[config.mk]
export PLATFORM = sky130hd
export DESIGN_NAME = seletor_velocidade
export DESIGN_NICKNAME = d
export VERILOG_FILES = /design/src/rtl/velocidade_pkg.sv /design/src/rtl/filtro_botao.sv /design/src/rtl/seletor_velocidade.sv
export SDC_FILE = /design/constraint.sdc
export NUM_CORES = 1
export LEC_CHECK = 0
export BUFFER_PORTS_ARGS = -buffer_cell sky130_fd_sc_hd__buf_2
export CORE_UTILIZATION = 50
export CTS_CLUSTER_SIZE = 12
export DETAILED_ROUTE_END_ITERATION = 10
export PLACE_DENSITY = 0.7
export SYNTH_ARGS = -nofsm -noshare
export SYNTH_HDL_FRONTEND = slang
export SYNTH_SLANG_ARGS = --single-unit
export TNS_END_PERCENT = 20
[constraint.sdc]
create_clock -name clk -period 1.2 [get_ports clk]
set_input_delay 0.24 -clock clk [delete_from_list [all_inputs] [get_ports clk]]
set_output_delay 0.24 -clock clk [all_outputs]
set_load 0.02 [all_outputs]
[src/rtl/velocidade_pkg.sv]
// velocidade_pkg: speed codes and FSM state type shared by the speed selector, action mux and display decode
package velocidade_pkg;
   localparam logic [1:0] VEL_PARADO = 2'b00;
   localparam logic [1:0] VEL_LENTO  = 2'b01;
   localparam logic [1:0] VEL_RAPIDO = 2'b10;
   typedef enum logic [1:0] {PARADO = VEL_PARADO, LENTO = VEL_LENTO, RAPIDO = VEL_RAPIDO} vel_e;
   function automatic vel_e proxima_vel(input vel_e v);
      return (v == PARADO) ? LENTO : (v == LENTO) ? RAPIDO : PARADO;
   endfunction
endpackage

[src/rtl/filtro_botao.sv]
// filtro_botao: two-flop synchroniser plus debounce filter for a single push-button level
module filtro_botao #(
   parameter int DEBOUNCE_CYCLES = 4
) (
   input  logic clk,
   input  logic reset,
   input  logic entrada,
   output logic saida
);
   localparam int CW = $clog2(DEBOUNCE_CYCLES + 1);
   localparam logic [CW-1:0] CNT_ULTIMO = CW'(DEBOUNCE_CYCLES - 1);
   logic s1_q, s2_q, deb_q, deb_d;
   logic [CW-1:0] cnt_q, cnt_d;
   // accept the synced level once it has differed for DEBOUNCE_CYCLES edges in a row
   always_comb begin
      deb_d = (s2_q != deb_q && cnt_q == CNT_ULTIMO) ? s2_q : deb_q;
      cnt_d = (s2_q == deb_q || deb_d != deb_q) ? '0 : cnt_q + 1'b1;
   end
   // synchroniser, debounce counter and accepted level
   always_ff @(posedge clk or posedge reset) begin
      if (reset) begin
         s1_q  <= 1'b0;
         s2_q  <= 1'b0;
         deb_q <= 1'b0;
         cnt_q <= '0;
      end else begin
         s1_q  <= entrada;
         s2_q  <= s1_q;
         deb_q <= deb_d;
         cnt_q <= cnt_d;
      end
   end
   assign saida = deb_q;
endmodule

[src/rtl/seletor_velocidade.sv]
// seletor_velocidade: turns the speed push-button into the speed code and a count-reset pulse
module seletor_velocidade
   import velocidade_pkg::*;
#(
   parameter int DEBOUNCE_CYCLES   = 4,
   parameter int LONG_PRESS_CYCLES = 16,
   parameter bit BOTAO_ATIVO_BAIXO = 1'b1
) (
   input  logic clk,
   input  logic reset,
   input  logic power,
   input  logic botao,
   output logic chave_0,
   output logic chave_1,
   output logic reset_contagem_botao
);
   localparam int HW = $clog2(LONG_PRESS_CYCLES + 1);
   localparam logic [HW-1:0] HOLD_MAX = HW'(LONG_PRESS_CYCLES);
   logic deb, deb_prev_q, rise, fall, long_hit;
   logic [HW-1:0] hold_q, hold_d;
   logic long_q, long_d, armed_q, armed_d, pulse_q, pulse_d;
   vel_e state_q, state_d;

   filtro_botao #(.DEBOUNCE_CYCLES(DEBOUNCE_CYCLES)) u_filtro (
      .clk     (clk),
      .reset   (reset),
      .entrada (BOTAO_ATIVO_BAIXO ? ~botao : botao),
      .saida   (deb)
   );

   assign rise     = deb & ~deb_prev_q;
   assign fall     = ~deb & deb_prev_q;
   assign long_hit = power & deb & (hold_q == HOLD_MAX - 1'b1);

   // armed marks a press that began with power on, so a button held across power-up is not an event
   always_comb begin
      hold_d  = (!power || !deb) ? '0 : (hold_q == HOLD_MAX) ? hold_q : hold_q + 1'b1;
      long_d  = !power ? 1'b0 : long_hit ? 1'b1 : fall ? 1'b0 : long_q;
      armed_d = !power ? 1'b0 : rise ? 1'b1 : fall ? 1'b0 : armed_q;
      state_d = (!power || 2'(state_q) == 2'b11 || long_hit) ? PARADO :
                (fall && armed_q && !long_q) ? proxima_vel(state_q) : state_q;
      pulse_d = power && (state_d != state_q);
   end

   // edge-detect history, hold counter, flags, speed state and pulse register
   always_ff @(posedge clk or posedge reset) begin
      if (reset) begin
         deb_prev_q <= 1'b0;
         hold_q     <= '0;
         long_q     <= 1'b0;
         armed_q    <= 1'b0;
         state_q    <= PARADO;
         pulse_q    <= 1'b0;
      end else begin
         deb_prev_q <= deb;
         hold_q     <= hold_d;
         long_q     <= long_d;
         armed_q    <= armed_d;
         state_q    <= state_d;
         pulse_q    <= pulse_d;
      end
   end

   assign {chave_1, chave_0} = state_q;
   assign reset_contagem_botao = pulse_q;
endmodule

After elaboration in Yosys (flattened, before gate mapping)
Index checks and enable logic that the tools add are counted.
- equality and inequality tests: 12
- $add $sub $neg: 2
- bitwise operators: 7
- reductions and logical operators: 12
- mux-type cells: 13
- operators with widths (operator ; count):
    two-way mux 5 bit ; 2
    two-way mux 2 bit ; 4
    two-way mux 1 bit ; 6
    inequality test 3 x 1 -> 1 bit (second input constant) ; 2
    adder 5 x 1 -> 5 bit (second input constant) ; 1
    == test 5 x 4 -> 1 bit (second input constant) ; 1
    == test 5 bit (second input constant) ; 1
    AND 1 bit ; 4
    logical AND 1 bit ; 4
    logical OR 1 bit ; 4
    adder 3 x 1 -> 3 bit (second input constant) ; 1
    == test 3 x 2 -> 1 bit (second input constant) ; 1
    logical NOT 1 bit ; 3
    two-way mux 3 bit ; 1
    inverter 1 bit ; 3
    == test 2 x 1 -> 1 bit (second input constant) ; 1
    == test 2 bit (second input constant) ; 1
    logical NOT 2 bit ; 1
    inequality test 1 bit ; 2
    inequality test 2 bit ; 1
    inequality test 2 bit (second input constant) ; 1
    == test 1 bit ; 1
- output and inout bits: 3
- bits of input ports: 4
- register bits after elaboration: 17
- logic and storage cells: 56

Longest topological paths before layout
Gate-level depths: netlist of the first run.
- depth after elaboration: 8
- gate-level depth with buffers: 6
- mapped depth without buffers: 6

By module
From an unflattened synthesis of the first run, not the netlist that was laid out.
- cells, all modules: 65
- area, all modules: 765.7 µm²
- by module, submodules not included (module ; instances ; cells an instance ; sequential area each (µm²) ; area each (µm²)):
    seletor_velocidade ; 1 ; 50 ; 275.3 ; 540.5
    filtro_botao ; 1 ; 15 ; 150.1 ; 225.2

Least setup slack after synthesis of the first run
Ideal clock, no wire load.
- path kind: register to register
- from: reg hold_q[0]
- to: reg pulse_q, in the netlist reset_contagem_botao
- clock period less this slack: 1.295 ns
- data required time: 1.118 ns
- path slack: -0.095 ns
- setup time: 0.082 ns
- arrival: 1.213 ns
- buffers on the path: 0
- stages on the path, launching flop included: 7
- path through: dfrtp_1 > ha_1 > and3_1 > ha_1 > nand2_1 > o31ai_1 > a31oi_1
- word-level cells in the longest chain between the ends: 6
- ends and longest elaborated chain (what ; line ; RTL):
    from (decl) ; seletor_velocidade.sv:20 ; logic [HW-1:0] hold_q, hold_d;
    from (signal assigned) ; seletor_velocidade.sv:56 ; hold_q <= hold_d;
    == test 5 x 4 -> 1 bit ; seletor_velocidade.sv:33 ; assign long_hit = power & deb & (hold_q == HOLD_MAX - 1'b1);
    AND 1 bit ; seletor_velocidade.sv:33 ;
    logical OR 1 bit ; seletor_velocidade.sv:40 ; state_d = (!power || 2'(state_q) == 2'b11 || long_hit) ? PARADO :
    two-way mux 2 bit ; seletor_velocidade.sv:40 ;
    inequality test 2 bit ; seletor_velocidade.sv:42 ; pulse_d = power && (state_d != state_q);
    logical AND 1 bit ; seletor_velocidade.sv:42 ;
    net pulse_d ; seletor_velocidade.sv:21 ; logic long_q, long_d, armed_q, armed_d, pulse_q, pulse_d;
    to (signal assigned) ; seletor_velocidade.sv:60 ; pulse_q <= pulse_d;
    to (decl) ; seletor_velocidade.sv:21 ;
The timed path passes the listed nets, and every way through them passes these cells.
A chain may end at the register's enable or synchronous reset.

Worst setup path in the final report of the first run
- from: reg hold_q[1]
- to: reg pulse_q, in the netlist reset_contagem_botao
The elaborated chain is that of the path after synthesis.

==> results.toml, run 1 <==
[synth]
avgSynthCellArea_um2 = 11.23
synth_simple_gate_area_share_pct = 21.50
synth_top_family_by_area = "simple AND/OR/NAND/NOR gates"
synth-compound-area-share_pct = 5.255
synth_most_common_cell = "dfrtp_1"
synth_top_area_cell = "dfrtp_1"
synth_cells = 70
ys_ff_latch = 17
synth_nets = 79
yosys-top-cells-count = "17 x dfrtp_1, 8 x inv_1, 7 x nand2_1, 7 x nor2_1, 5 x ha_1"
synth_area_um2 = 785.8
synth.mux.area_fraction_pct = 2.707
synth_ff_type = "dfrtp_1"
synth_seq_area_share_pct = 54.14
synth_top_cell_area_share_pct = 54.14
synthDistinctLibCells = 25
netlist_top_cells_area = "dfrtp_1 54%, ha_1 8.0%, inv_1 3.8%"
synth_xor_area_share_pct = 3.344
yosysWarningCount = 0
synthAdderAreaFrac_pct = 9.236
synth_edf_count = 0
async_flop_share_pct = 100.0

[setup_path]
worst-endpoint-required_ns = 1.38
cp_num_buf_inv = 0
critPathLaunchType = "flip-flop"
path_class = "reg -> reg"
crit_slowest_cell = "dfrtp_1"
max_stage_delay_ns = 0.37
critPathArrivalTime_ns = 1.44
cp-end-kind = "flip-flop"
critPathMaxFanout = 3
cp_top_family = "flip-flops"
path_cells = "ha_2 -> and3_4 -> ha_4 -> nand2_4 -> o31ai_4 -> a31oi_1"

[placed_design]
dp_slack_ns = -0.09495
place_inst = 97
gp_congestion = 0.7493
io_buffers = 6
dp_hpwl_um = 870.2

[layout]
diodes = 0
multi_input_area_um2 = 385.4
seqCellArea_um2 = 429.2
fin_cells = 102
fillCellCount = 101
area_growth_pct = 25.00
drive_above_1_share_pct = 35.63
nNetsFinal = 97

[grt]
grt_antenna_before_repair = 0
grt_max_degree = 18
grt_first_pass_wirelength_mm = 2.180
grt_pass1_vias = 521
grt_usage_pct = 16.91
grt_overflow = 0

[sta]
timing.final.ws_setup_ns = -0.05930
setup_violations = 7
finalHoldViolations = 0
setup_tns_ns = -0.3500
rsz0062_at_grt = "true"
slew_violations = 0
period_minus_slack_ns = 1.259
clock.fmax_mhz = 794.1
skew_ns = 0.002233
fin_hold_ws_ns = 0.07208
fin_crit_sh_pct = 104.9
slew_headroom_pct = 84.12
tightestPinTransition_ns = 0.2374

[route]
vias = 526
wl_mm = 1.252
drt_iter0_markers = 7
route.detailed.drc = 0
antenna_left = 0
drt-pass1-iter-count = 4
viasPerCell = 5.157
routedWlPerCell_um = 12.27

[clock_network]
cts_sinks = 17
cts_buffers = 3
htreeDepth = 1
cts.clk_slew.worst_paths_ns = 0.10
clock-root-buffer = "clkbuf_4"
cts_tree = "done"
max-clock-path-buffers = 2
clk_latency_ns = 0.29

[min_path]
hold_path_class = "in -> reg"

[floorplan]
die_w_um = 41.64
ios = 7
initial_core_util_pct = 56.83
dieArea_um2 = 1734
core_region_area_um2 = 1383
num_rows = 13
die-height_um = 41.64

[power_and_ir_drop]
design_power_total_w = 0.001502
pwr_density_cell_nw_per_um2 = 1529
leakagePower_nw = 0.4653
peakVddDrop_mv = 1.142

[run_status]
violations = "setup timing"
status = "finished, violations left"

[job]
cap_violations = 0
-- per-stage QoR --
| stage | utilization (%) | instance area [um2] |
|---|---|---|
| 4_1_cts | 66.70 | 922.1 |
| 5_1_grt | 71.04 | 982.2 |
| 6_report | 71.04 | 982.2 |
| 2_1_floorplan | - | 788.3 |
| 3_5_place_dp | 63.80 | 882.1 |
| 3_3_place_gp | 63.80 | 882.1 |
-- worst paths after layout --
check / startpoint / slack (ns) / end / cells after the start
setup / recovery: hold_q[1] / -0.06 / reset_contagem_botao / 6
hold / removal: botao / 0.07 / u_filtro.s1_q / 2
setup reg to reg: hold_q[1] / -0.06 / reset_contagem_botao / 6
hold reg to reg: u_filtro.s1_q / 0.36 / u_filtro.s2_q / 0
max in group asynchronous: reset / 0.50 / state_q[0] / 4
min in group asynchronous: reset / 0.49 / u_filtro.cnt_q[0] / 4
-- area by class of cell --
type,instances,area share (%)
sequential,17,43.69
multi-input combinational,45,39.24
timing repair buffer,13,9.299
inverter,8,3.057
clock buffer,3,2.293
tap,15,1.911
clock inverter,1,0.5096
-- registers in the layout (all words and copies together), names as in the netlist --
name	cells
hold_q	5
u_filtro.cnt_q	3
long_q	1
deb_prev_q	1
u_filtro.saida	1
reset_contagem_botao	1
armed_q	1
u_filtro.s2_q	1
state_q	2
u_filtro.s1_q	1
-- logic make-up (layout without fill, tap and decap cells) --
group / Yosys count / after routing
DFF: 17 / 17
muxes: 2 / 2
buffers and inverters: 8 / 25
adders and majority gates: 6 / 6
xor gates and xnor gates: 3 / 3
and+or+nand+nor: 27 / 27
AOI/OAI and AO/OA: 7 / 7
-- power breakdown --
part / total (W) / switching [W] / internal, W
clock: 0.000305 / 0.000181 / 0.000124
sequential: 0.000781 / 0.0000984 / 0.000683
combinational: 0.000416 / 0.000200 / 0.000216
total: 0.00150 / 0.000479 / 0.00102
-- timing repair --
item | CTS | global route
hold buffers | 1 | 0
resized for setup | 1 | 16
pin swaps | 2 | 2
buffers inserted | 0 | 0
endpoints found under the hold margin | 17 | 0
endpoints found under the setup margin | 8 | 14
-- placed cells by master (no fill, tap or decap), drive strengths merged --
cell type | netlist | routed
nor2b | 2 | 2
o31ai | 1 | 1
maj3 | 1 | 1
nand2b | 2 | 2
mux2 | 1 | 1
dlygate4sd3 | 0 | 1
nand3 | 1 | 1
and2 | 1 | 1
nor2 | 7 | 7
nand3b | 1 | 1
nand2 | 7 | 7
buf | 0 | 12
nor3 | 2 | 2
ha | 5 | 5
a21boi | 1 | 1
dfrtp | 17 | 17
a31oi | 1 | 1
and4bb | 1 | 1
mux2i | 1 | 1
inv | 8 | 8
clkinv | 0 | 1
xor2 | 3 | 3
a21oi | 3 | 3
clkbuf | 0 | 3
o21ai | 1 | 1
and3 | 1 | 1
nand4bb | 2 | 2
-- worst register-to-register path, stage by stage, from the launching register on --
cell,delay [ns]
dfrtp_1,0.37
ha_2,0.18
and3_4,0.19
ha_4,0.14
nand2_4,0.06
o31ai_4,0.16
a31oi_1,0.06
-- metal layers --
metal,GRT usage [%],vias to the layer above,wire length (um)
met4,9.677,0,29
met5,0,-,0
met1,21.90,243,597
met3,4.348,4,48
li1,-,268,-
met2,25.62,11,576
Note: power is estimated with default switching activity, not from simulation.
==> inputs of run 2 (changes only) <==
Settings changed: CORE_UTILIZATION 50 to 55, PLACE_DENSITY 0.7 to 0.74.
Clock period 1.2 ns to 1.3 ns, I/O delays scaled along.
==> run 2 against run 1 <==
Net effect: the run still ends with setup timing left; sequential share of layout area decreased by 0.22 points; die area down 8.7%; first-iteration DRC count down 86%; global-route usage grew 2.3 points; utilization up 3.2 points; fmax down 5.1%; critical path depth unchanged; largest cell class unchanged; highest routed layer unchanged; critical endpoint unchanged; clock power shrank 3%; final cell count shrank 0.98%.
==> results.toml, run 2 (same netlist as run 1, synthesis figures left out) <==
[route]
viasPerCell = 5.050
drt-pass1-iter-count = 2
drt_iter0_markers = 1
vias = 510
wl_mm = 1.315
antenna_left = 0
routedWlPerCell_um = 13.02
route.detailed.drc = 0

[setup_path]
r2r-end = "reset_contagem_botao"
cp-end-kind = "flip-flop"
path_class = "reg -> reg"
worstRegToRegCells = 6
worst-endpoint-required_ns = 1.48
critPathArrivalTime_ns = 1.51
r2r_setup_slack_ns = -0.03
reg2reg_from = "hold_q[1]"
critPathMaxFanout = 3
critPathLaunchType = "flip-flop"

[sta]
tightestPinTransition_ns = 0.3071
setup_violations = 1
finalHoldViolations = 0
slew_violations = 0
skew_ns = 0.001159
period_minus_slack_ns = 1.327
clock.fmax_mhz = 753.5
rsz0062_at_grt = "true"
fin_crit_sh_pct = 102.1
setup_tns_ns = -0.02718
slew_headroom_pct = 79.52
timing.final.ws_setup_ns = -0.02718

[placed_design]
place_inst = 96
gp_congestion = 0.6838
io_buffers = 6
dp_slack_ns = -0.007373
dp_hpwl_um = 897.4

[grt]
grt_max_degree = 18
grt_antenna_before_repair = 0
grt_first_pass_wirelength_mm = 1.904
grt_overflow = 0
grt_pass1_vias = 467
grt_usage_pct = 19.23

[min_path]
hp-start = "botao"
hold_path_class = "in -> reg"
min_path_cells = 2
hold_path_end = "u_filtro.s1_q"

[floorplan]
die_w_um = 39.80
core_region_area_um2 = 1318
ios = 7
num_rows = 13
initial_core_util_pct = 59.64
die-height_um = 39.80
dieArea_um2 = 1584

[layout]
nNetsFinal = 96
multi_input_area_um2 = 396.6
layout_commonest_cell = "dfrtp_1"
drive_above_1_share_pct = 34.88
fin_cells = 101
final_cell_mix = "17 x dfrtp_1, 6 x nor2_1, 6 x inv_1, 6 x buf_2"
seqCellArea_um2 = 425.4
area_growth_pct = 24.52
reg.largest.list = "hold_q x5, u_filtro.cnt_q x3, state_q x2"
diodes = 0
largest_register_ff_count = 5
regMostFlops = "hold_q"
fillCellCount = 100

[clock_network]
clock-root-buffer = "clkbuf_4"
clk_latency_ns = 0.29
cts.clk_slew.worst_paths_ns = 0.11
cts_tree = "done"
max-clock-path-buffers = 2
cts_buffers = 3
cts_sinks = 17
htreeDepth = 1

[power_and_ir_drop]
peakVddDrop_mv = 1.026
leakagePower_nw = 0.4599
pwr_density_cell_nw_per_um2 = 1406

[run_status]
violations = "setup timing"
status = "finished, violations left"

[job]
cap_violations = 0
-- run 2: how the worst max path moves through the flow --
stage | startpoint | to | slack [ns] | depth (start not counted)
after floorplan | hold_q[0] | reset_contagem_botao | 0.005 | 6
after global placement | hold_q[0] | reset_contagem_botao | 0.02 | 6
after detailed placement | hold_q[0] | state_q[1] | -0.007 | 6
after CTS | hold_q[0] | reset_contagem_botao | -0.04 | 6
after global routing | hold_q[1] | reset_contagem_botao | -0.1 | 6
final | hold_q[1] | reset_contagem_botao | -0.03 | 6
-- run 2: critical path: stages, from the launching register on --
cell	delay, ns
dfrtp_1	0.37
ha_2	0.19
and3_4	0.19
ha_4	0.14
nand2_4	0.06
o31ai_2	0.22
a31oi_1	0.06
-- run 2: final cells by class --
class	instances	area share, %
flip-flops and latches	17	43.48
inverters	8	3.069
repair buffers	12	7.928
clock inverters	1	0.7673
well taps	15	1.918
multi-input cells	45	40.54
clock buffers	3	2.302
-- run 2: repair_timing --
| action | CTS | global route |
|---|---|---|
| pin swaps | 0 | 4 |
| endpoints found under the setup margin | 4 | 8 |
| hold buffers | 1 | 0 |
| hold endpoints to repair | 17 | 0 |
| setup buffers | 0 | 0 |
| resized for setup | 4 | 11 |
-- run 2: metal layers --
| metal | track usage (%) | wire (um) | up-vias |
|---|---|---|---|
| met1 | 24.64 | 653 | 241 |
| met3 | 3.409 | 26 | 2 |
| met4 | 10.34 | 11 | 0 |
| met2 | 30.33 | 623 | 6 |
| met5 | 0 | 0 | - |
| li1 | - | - | 261 |
-- run 2: per-stage QoR --
stage | power [W] | instance area, um2 | hold slack (ns) | util (%)
final | 0.001376 | 978.4 | 0.09375 | 74.26
after floorplan | 0.0009474 | 785.8 | 0.1861 | -
after global placement | 0.001025 | 872.1 | 0.2745 | 66.19
after CTS | 0.001342 | 919.6 | 0.08796 | 69.80
after global routing | 0.001462 | 978.4 | 0.08583 | 74.26
after detailed placement | 0.001049 | 872.1 | 0.2812 | 66.19
-- run 2: report_power, final --
| group | internal (W) | leakage (nW) | switching, W |
|---|---|---|---|
| Combinational | 0.000180 | 0.221 | 0.000175 |
| Clock | 0.000117 | 0.0139 | 0.000178 |
| Sequential | 0.000625 | 0.225 | 0.000101 |
| Total | 0.000922 | 0.460 | 0.000454 |
